--- src/rtl/input_scan_ctrl.sv ---
`default_nettype none
// ============================================================================
// input_scan_ctrl : key-matrix scanner, frame-tick debouncer, key event FIFO
//                   and long-press reset request for front-panel inputs.
// Revision        : 1.0 - initial release
// ============================================================================
module input_scan_ctrl #(
    parameter int SW_W       = 16,
    parameter int ROWS       = 5,
    parameter int COLS       = 4,
    parameter int SCAN_DIV   = 1000,
    parameter int DB_SAMPLES = 4,
    parameter int HOLD_CYC   = 200000000,
    parameter int FIFO_DEPTH = 8,
    localparam int KW        = $clog2(ROWS*COLS)
) (
    input  logic                 clk,
    input  logic                 RSTN,
    input  logic [SW_W-1:0]      switch,
    input  logic                 rst_btn,
    output logic [ROWS-1:0]      btn_x,
    input  logic [COLS-1:0]      btn_y,
    output logic [SW_W-1:0]      sw_ok,
    output logic [ROWS*COLS-1:0] btn_ok,
    output logic [KW:0]          key_code,
    output logic                 key_valid,
    input  logic                 key_ready,
    output logic                 key_ovf,
    output logic                 cr,
    output logic                 rst
);

    localparam int NK  = ROWS * COLS;
    localparam int SDW = $clog2(SCAN_DIV);
    localparam int RW  = (ROWS > 1) ? $clog2(ROWS) : 1;
    localparam int CW  = (COLS > 1) ? $clog2(COLS) : 1;
    localparam int DW  = 4;
    localparam int AW  = $clog2(FIFO_DEPTH);
    localparam int HW  = $clog2(HOLD_CYC + 1);

    function automatic logic [DW:0] db_step(input logic st, input logic [DW-1:0] cnt,
                                            input logic smp);
        logic [DW:0] res;
        if (smp == st)                       res = {st, DW'(0)};
        else if (cnt == DW'(DB_SAMPLES - 1)) res = {~st, DW'(0)};
        else                                 res = {st, cnt + DW'(1)};
        return res;
    endfunction

    logic [COLS-1:0] y_s1, y_s2;
    logic [SW_W-1:0] sw_s1, sw_s2;
    logic            rb_s1, rb_s2;
    logic [SDW-1:0]  slot;
    logic [RW-1:0]   row;
    logic            slot_end, frame_tick;

    logic [DW-1:0]   key_cnt [NK];
    logic [DW-1:0]   kcnt_nxt [NK];
    logic [NK-1:0]   ok_nxt;
    logic [DW-1:0]   sw_cnt [SW_W];
    logic [DW-1:0]   scnt_nxt [SW_W];
    logic [SW_W-1:0] sw_nxt;
    logic [DW-1:0]   cr_cnt, ccnt_nxt;
    logic            cr_nxt;
    logic [COLS-1:0] flips, lvls;

    logic [COLS-1:0] pend, pend_lvl;
    logic [RW-1:0]   pend_row;
    logic [CW-1:0]   col_idx;
    logic            scanning;
    logic            ev_valid;
    logic [KW:0]     ev_code;

    logic [KW:0]     mem [FIFO_DEPTH];
    logic [AW:0]     wr_ptr, rd_ptr;
    logic            full, pop, push_ok;
    logic [HW-1:0]   hold_cnt;

    // Column sense idles high, so its synchroniser resets to the released level.
    always_ff @(posedge clk or negedge RSTN) begin
        if (!RSTN) begin
            y_s1  <= '1;
            y_s2  <= '1;
            sw_s1 <= '0;
            sw_s2 <= '0;
            rb_s1 <= 1'b1;
            rb_s2 <= 1'b1;
        end else begin
            y_s1  <= btn_y;
            y_s2  <= y_s1;
            sw_s1 <= switch;
            sw_s2 <= sw_s1;
            rb_s1 <= rst_btn;
            rb_s2 <= rb_s1;
        end
    end

    assign slot_end   = (slot == SDW'(SCAN_DIV - 1));
    assign frame_tick = slot_end && (row == RW'(ROWS - 1));

    always_ff @(posedge clk or negedge RSTN) begin
        if (!RSTN) begin
            slot <= '0;
            row  <= '0;
        end else if (slot_end) begin
            slot <= '0;
            row  <= (row == RW'(ROWS - 1)) ? '0 : row + 1'b1;
        end else begin
            slot <= slot + 1'b1;
        end
    end

    always_comb begin
        btn_x = '1;
        for (int r = 0; r < ROWS; r++) btn_x[r] = (row != RW'(r));
    end

    always_comb begin
        ok_nxt   = btn_ok;
        kcnt_nxt = key_cnt;
        flips    = '0;
        lvls     = '0;
        sw_nxt   = sw_ok;
        scnt_nxt = sw_cnt;
        cr_nxt   = cr;
        ccnt_nxt = cr_cnt;
        for (int r = 0; r < ROWS; r++) begin
            for (int c = 0; c < COLS; c++) begin
                if (slot_end && (row == RW'(r))) begin
                    {ok_nxt[r*COLS+c], kcnt_nxt[r*COLS+c]} =
                        db_step(btn_ok[r*COLS+c], key_cnt[r*COLS+c], ~y_s2[c]);
                    flips[c] = ok_nxt[r*COLS+c] ^ btn_ok[r*COLS+c];
                    lvls[c]  = ok_nxt[r*COLS+c];
                end
            end
        end
        if (frame_tick) begin
            for (int i = 0; i < SW_W; i++)
                {sw_nxt[i], scnt_nxt[i]} = db_step(sw_ok[i], sw_cnt[i], sw_s2[i]);
            {cr_nxt, ccnt_nxt} = db_step(cr, cr_cnt, ~rb_s2);
        end
    end

    always_ff @(posedge clk or negedge RSTN) begin
        if (!RSTN) begin
            btn_ok <= '0;
            sw_ok  <= '0;
            cr     <= 1'b0;
            cr_cnt <= '0;
            for (int k = 0; k < NK; k++)   key_cnt[k] <= '0;
            for (int i = 0; i < SW_W; i++) sw_cnt[i]  <= '0;
        end else begin
            btn_ok  <= ok_nxt;
            key_cnt <= kcnt_nxt;
            sw_ok   <= sw_nxt;
            sw_cnt  <= scnt_nxt;
            cr      <= cr_nxt;
            cr_cnt  <= ccnt_nxt;
        end
    end

    // One column is examined per cycle after a row sample; hits go through a push register.
    always_ff @(posedge clk or negedge RSTN) begin
        if (!RSTN) begin
            pend     <= '0;
            pend_lvl <= '0;
            pend_row <= '0;
            col_idx  <= '0;
            scanning <= 1'b0;
            ev_valid <= 1'b0;
            ev_code  <= '0;
        end else if (slot_end) begin
            pend     <= flips;
            pend_lvl <= lvls;
            pend_row <= row;
            col_idx  <= '0;
            scanning <= |flips;
            ev_valid <= 1'b0;
        end else if (scanning) begin
            ev_valid <= pend[col_idx];
            ev_code  <= {pend_lvl[col_idx], KW'(int'(pend_row) * COLS + int'(col_idx))};
            col_idx  <= col_idx + 1'b1;
            if (col_idx == CW'(COLS - 1)) scanning <= 1'b0;
        end else begin
            ev_valid <= 1'b0;
        end
    end

    assign key_valid = (wr_ptr != rd_ptr);
    assign full      = ((wr_ptr - rd_ptr) == (AW+1)'(FIFO_DEPTH));
    assign pop       = key_valid && key_ready;
    assign push_ok   = ev_valid && (!full || pop);
    assign key_code  = mem[rd_ptr[AW-1:0]];

    always_ff @(posedge clk or negedge RSTN) begin
        if (!RSTN) begin
            wr_ptr  <= '0;
            rd_ptr  <= '0;
            key_ovf <= 1'b0;
            for (int i = 0; i < FIFO_DEPTH; i++) mem[i] <= '0;
        end else begin
            if (push_ok) begin
                mem[wr_ptr[AW-1:0]] <= ev_code;
                wr_ptr <= wr_ptr + 1'b1;
            end
            if (pop) rd_ptr <= rd_ptr + 1'b1;
            if (ev_valid && !push_ok) key_ovf <= 1'b1;
        end
    end

    // Gating rst with cr lets it drop one cycle after the button is released.
    always_ff @(posedge clk or negedge RSTN) begin
        if (!RSTN) begin
            hold_cnt <= '0;
            rst      <= 1'b0;
        end else begin
            if (!cr)                            hold_cnt <= '0;
            else if (hold_cnt != HW'(HOLD_CYC)) hold_cnt <= hold_cnt + 1'b1;
            rst <= cr && (hold_cnt == HW'(HOLD_CYC));
        end
    end

endmodule
`default_nettype wire
--- config.mk ---
export PLATFORM = sky130hd
export DESIGN_NAME = input_scan_ctrl
export DESIGN_NICKNAME = d
export VERILOG_FILES = /design/src/rtl/input_scan_ctrl.sv
export SDC_FILE = /design/constraint.sdc
export NUM_CORES = 1
export LEC_CHECK = 0
export CAP_MARGIN = 15
export CORE_MARGIN = 1.5
export CORE_UTILIZATION = 35
export CTS_CLUSTER_DIAMETER = 100
export DETAILED_ROUTE_END_ITERATION = 8
export PLACE_DENSITY_LB_ADDON = 0.1
export SLEW_MARGIN = 20
export SYNTH_ARGS = -nofsm -noshare
export SYNTH_HDL_FRONTEND = slang
export SYNTH_SLANG_ARGS = --single-unit
--- constraint.sdc ---
create_clock -name clk -period 4.4 [get_ports clk]
set_input_delay 0.88 -clock clk [delete_from_list [all_inputs] [get_ports clk]]
set_output_delay 0.88 -clock clk [all_outputs]
set_load 0.01 [all_outputs]
==> flow_summary_export.csv <==
group,metric,value,unit
synthesis,syn_inst,1573,
global_route,antenna_found_initial,0,
global_route,grt_max_degree,99,
final_layout,drive_above_1_share,12.2,%
clocking,insertion_delay,0.57,ns
synthesis,synth_nets,1648,
synthesis,ys_seq_area_share,52.5,%
global_route,grt_pass1_wl,61400,um
power_and_ir_drop,p_clk_share,49.0,%
sta,layout_min_cycle_time,3.72,ns
drt,post-route-drc-count,12,
synthesis,synth_top_cell_by_area,"dfrtp_1",
clocking,clock_sinks,347,
placement,hpwl,24000,um
sta,fin_setup_tns,0,ns
synthesis,synth_seq_cells,347,
global_route,first_global_vias,11700,
setup_path,crit_arrival,2.84,ns
clocking,postCtsSetupRepairBufs,0,
clocking,cts_tree,"yes",
setup_path,cp_top_family,"buffers and inverters",
final_layout,final_nets,1728,
power_and_ir_drop,pwr_density_cell,367,mW/mm^2
floorplan,coreArea,0.0467,mm^2
placement,portBuffers,74,
floorplan,rows,79,
sta,worst_slew_pin_slew,1.02,ns
global_route,gr-total-overflow,0,
synthesis,yosysMostFrequentCell,"dfrtp_1",
clocking,clockBufferDepth,3,
setup_path,r2r_end,"sw_cnt[8]$_DFFE_PN0N_",
setup_path,rrSetupSlack,1.19,ns
sta,clock.fmax,269,MHz
clocking,cts-root-buf,"clkbuf_16",
placement,place_congestion,0.759,
power_and_ir_drop,p_sw_share,23.1,%
final_layout,fin_cells,2294,
setup_path,startpoint,"row[1]$_DFFE_PN0N_",
setup_path,critical_path_class,"flip-flop to output port",
power_and_ir_drop,ir_drop,0.000235,V
setup_path,start_kind,"flip-flop",
drt,wire_per_inst,15.8,um
synthesis,synth-warning-count,0,
setup_path,slowest_delay,0.62,ns
drt,num_vias,11800,
setup_path,crit_fanout,12,
sta,hold_viol,0,
sta,period_share,84.6,%
sta,setup_viol,0,
floorplan,die_x,221,um
sta,skew,0.0151,ns
setup_path,worst_path_max_delay_cell,"clkdlybuf4s50_1",
synthesis,syn_area,0.0166,mm^2
power_and_ir_drop,seqPwrFrac,46.1,%
final_layout,areaGrowthSynthToFinish,17.6,%
clocking,post_cts_resize_count,0,
run_status,outcome,"finished with violations",
drt,routed_via_density,5.13,
drt,first_pass_iters,7,
power_and_ir_drop,p_int,5.50,mW
drt,detail-route-antenna-nets,0,
floorplan,die_h,221,um
drt,drt_wl_total,36200,um
final_layout,antenna_cells,0,
clocking,ctsHoldBuffers,0,
synthesis,async_reset_ff_share,100,%
setup_path,end_kind,"output port",
floorplan,ios,75,
synthesis,syn_area_per_cell,10.5,um^2
clocking,h-tree-depth,2,
sta,rsz0062_at_grt,"false",
sta,holdWs,0.342,ns
setup_path,path_depth,5,
flow_run,maxCapViolCount,0,
global_route,grt.total_usage,15.6,%
sta,final-max-slew-violation-count,0,
setup_path,crit_chain,"inv_1, ha_1, and2_1, clkinv_1, clkdlybuf4s50_1",
synthesis,synth_ff_type,"dfrtp_1",
clocking,cts_made_buffers,43,
synthesis,synth-edff-count,0,
floorplan,start_util,35.5,%
setup_path,critPathRequiredTime,3.52,ns
sta,slew_headroom,31.5,%
run_status,violations,"DRC",
clocking,clk_pin_slew,0.06,ns
power_and_ir_drop,power,7.15,mW
setup_path,critical_path.endpoint,"btn_x[4]",
floorplan,dieArea,0.0487,mm^2
synthesis,yosys-top-cells-count,"dfrtp_1 (337), nand2_1 (251), o21ai_0 (121)",
drt,drt_iter0_markers,738,
synthesis,synth_area_leaders,"dfrtp_1 (51%), nand2_1 (5.7%), mux2_2 (5.0%)",
setup_path,path_buf_inv,3,
synthesis,synth_top_area_share,50.9,%
setup_path,r2r_cells,8,
setup_path,r2r-start,"row[1]$_DFFE_PN0N_",
synthesis,yosysUniqueCellTypes,64,
min_path,hold_path.class,"flip-flop to flip-flop",
placement,dpl.cell_count,2215,
power_and_ir_drop,leakage,8.70,nW
power_and_ir_drop,switchingPower,1.65,mW
power_and_ir_drop,combPwrFrac,4.9,%
cell usage in the layout (no fill, tap or decap), types with 47 or more instances in the layout:
cell type        count
ha_1                51
nor2_1              68
mux2_2              74
clkdlybuf4s50_1     73
o21ai_0            121
nand3_1             98
dfrtp_1            337
o31ai_1             68
nand2_1            250
xor2_1              47
cell families (layout without fill, tap and decap cells):
| kind of cell | count (synthesis) | count (layout) | share of synthesized area, % |
|---|---|---|---|
| buffers and inverters | 92 | 206 | 2.11 |
| DFF | 347 | 347 | 52.5 |
| and+or+nand+nor | 626 | 626 | 19.0 |
| adders and majority gates | 51 | 51 | 3.85 |
| muxes | 98 | 98 | 7.54 |
| xor gates and xnor gates | 81 | 81 | 4.37 |
| AOI/OAI and AO/OA | 278 | 278 | 10.7 |
state kept, by name, indices dropped and copies added (netlist names), 6 cells and up:
| signal | cells |
|---|---|
| slot | 10 |
| sw_s2 | 16 |
| btn_ok | 20 |
| key_cnt | 80 |
| sw_ok | 16 |
| mem | 48 |
| hold_cnt | 28 |
| ev_code | 6 |
| sw_s1 | 16 |
| sw_cnt | 64 |
layer usage:
| metal | vias up | global-route usage [%] | wire length, um |
|---|---|---|---|
| met1 | 5773 | 21.5 | 17400 |
| met4 | 0 | 5.45 | 811 |
| met5 | - | 0 | 0 |
| met3 | 51 | 2.74 | 1510 |
| met2 | 167 | 24.8 | 16500 |
| li1 | 5771 | - | - |
worst reg2reg max path, stage by stage (launching register included):
cell and delay (ns):
dfrtp_1 0.40, inv_1 0.12, ha_1 0.23, and2_1 0.46, clkinv_1 0.44, nor2_4 0.69
buf_12 0.32, nand2_1 0.17, o31ai_1 0.26
final cells by class:
class                           instances  area, um^2
Timing Repair Buffer                   93         963
Inverter                               34         128
Tap cell                              607         759
Clock buffer                           62        1230
Fill cell                            4493       27200
Multi-Input combinational cell       1134        7540
Sequential cell                       347        8700
Clock inverter                         17         175
power by group through the flow:
| stage | combinational, mW | clock (mW) | sequential, mW |
|---|---|---|---|
| detailed placement | 0.362 | 0 | 3.36 |
| CTS | 0.365 | 3.66 | 3.30 |
| finish | 0.352 | 3.50 | 3.30 |
| global placement | 0.364 | 0 | 3.35 |
| global route | 0.401 | 3.78 | 3.31 |
| floorplan | 0.227 | 0 | 3.31 |
stage by stage:
step | area [um^2] | utilization, % | setup WS, ns
floorplan | 16600 | - | 1.66
global placement | 18100 | 38.8 | 1.21
detailed placement | 18100 | 38.8 | 1.18
CTS | 19500 | 41.8 | 0.622
global route | 19500 | 41.8 | 0.464
finish | 19500 | 41.8 | 0.678
worst min-delay path by stage:
stage               slack, ns            endpoint  depth (start not counted)               start
detailed placement       0.34  sw_s2[3]$_DFF_PN0_                          0  sw_s1[3]$_DFF_PN0_
global placement         0.33  sw_s2[8]$_DFF_PN0_                          0  sw_s1[8]$_DFF_PN0_
floorplan                0.33  sw_s2[0]$_DFF_PN0_                          0  sw_s1[0]$_DFF_PN0_
finish                   0.34  sw_s2[0]$_DFF_PN0_                          0  sw_s1[0]$_DFF_PN0_
CTS                      0.34  sw_s2[0]$_DFF_PN0_                          0  sw_s1[0]$_DFF_PN0_
global route             0.35  sw_s2[0]$_DFF_PN0_                          0  sw_s1[0]$_DFF_PN0_
Power figures use the tool's default switching activity.
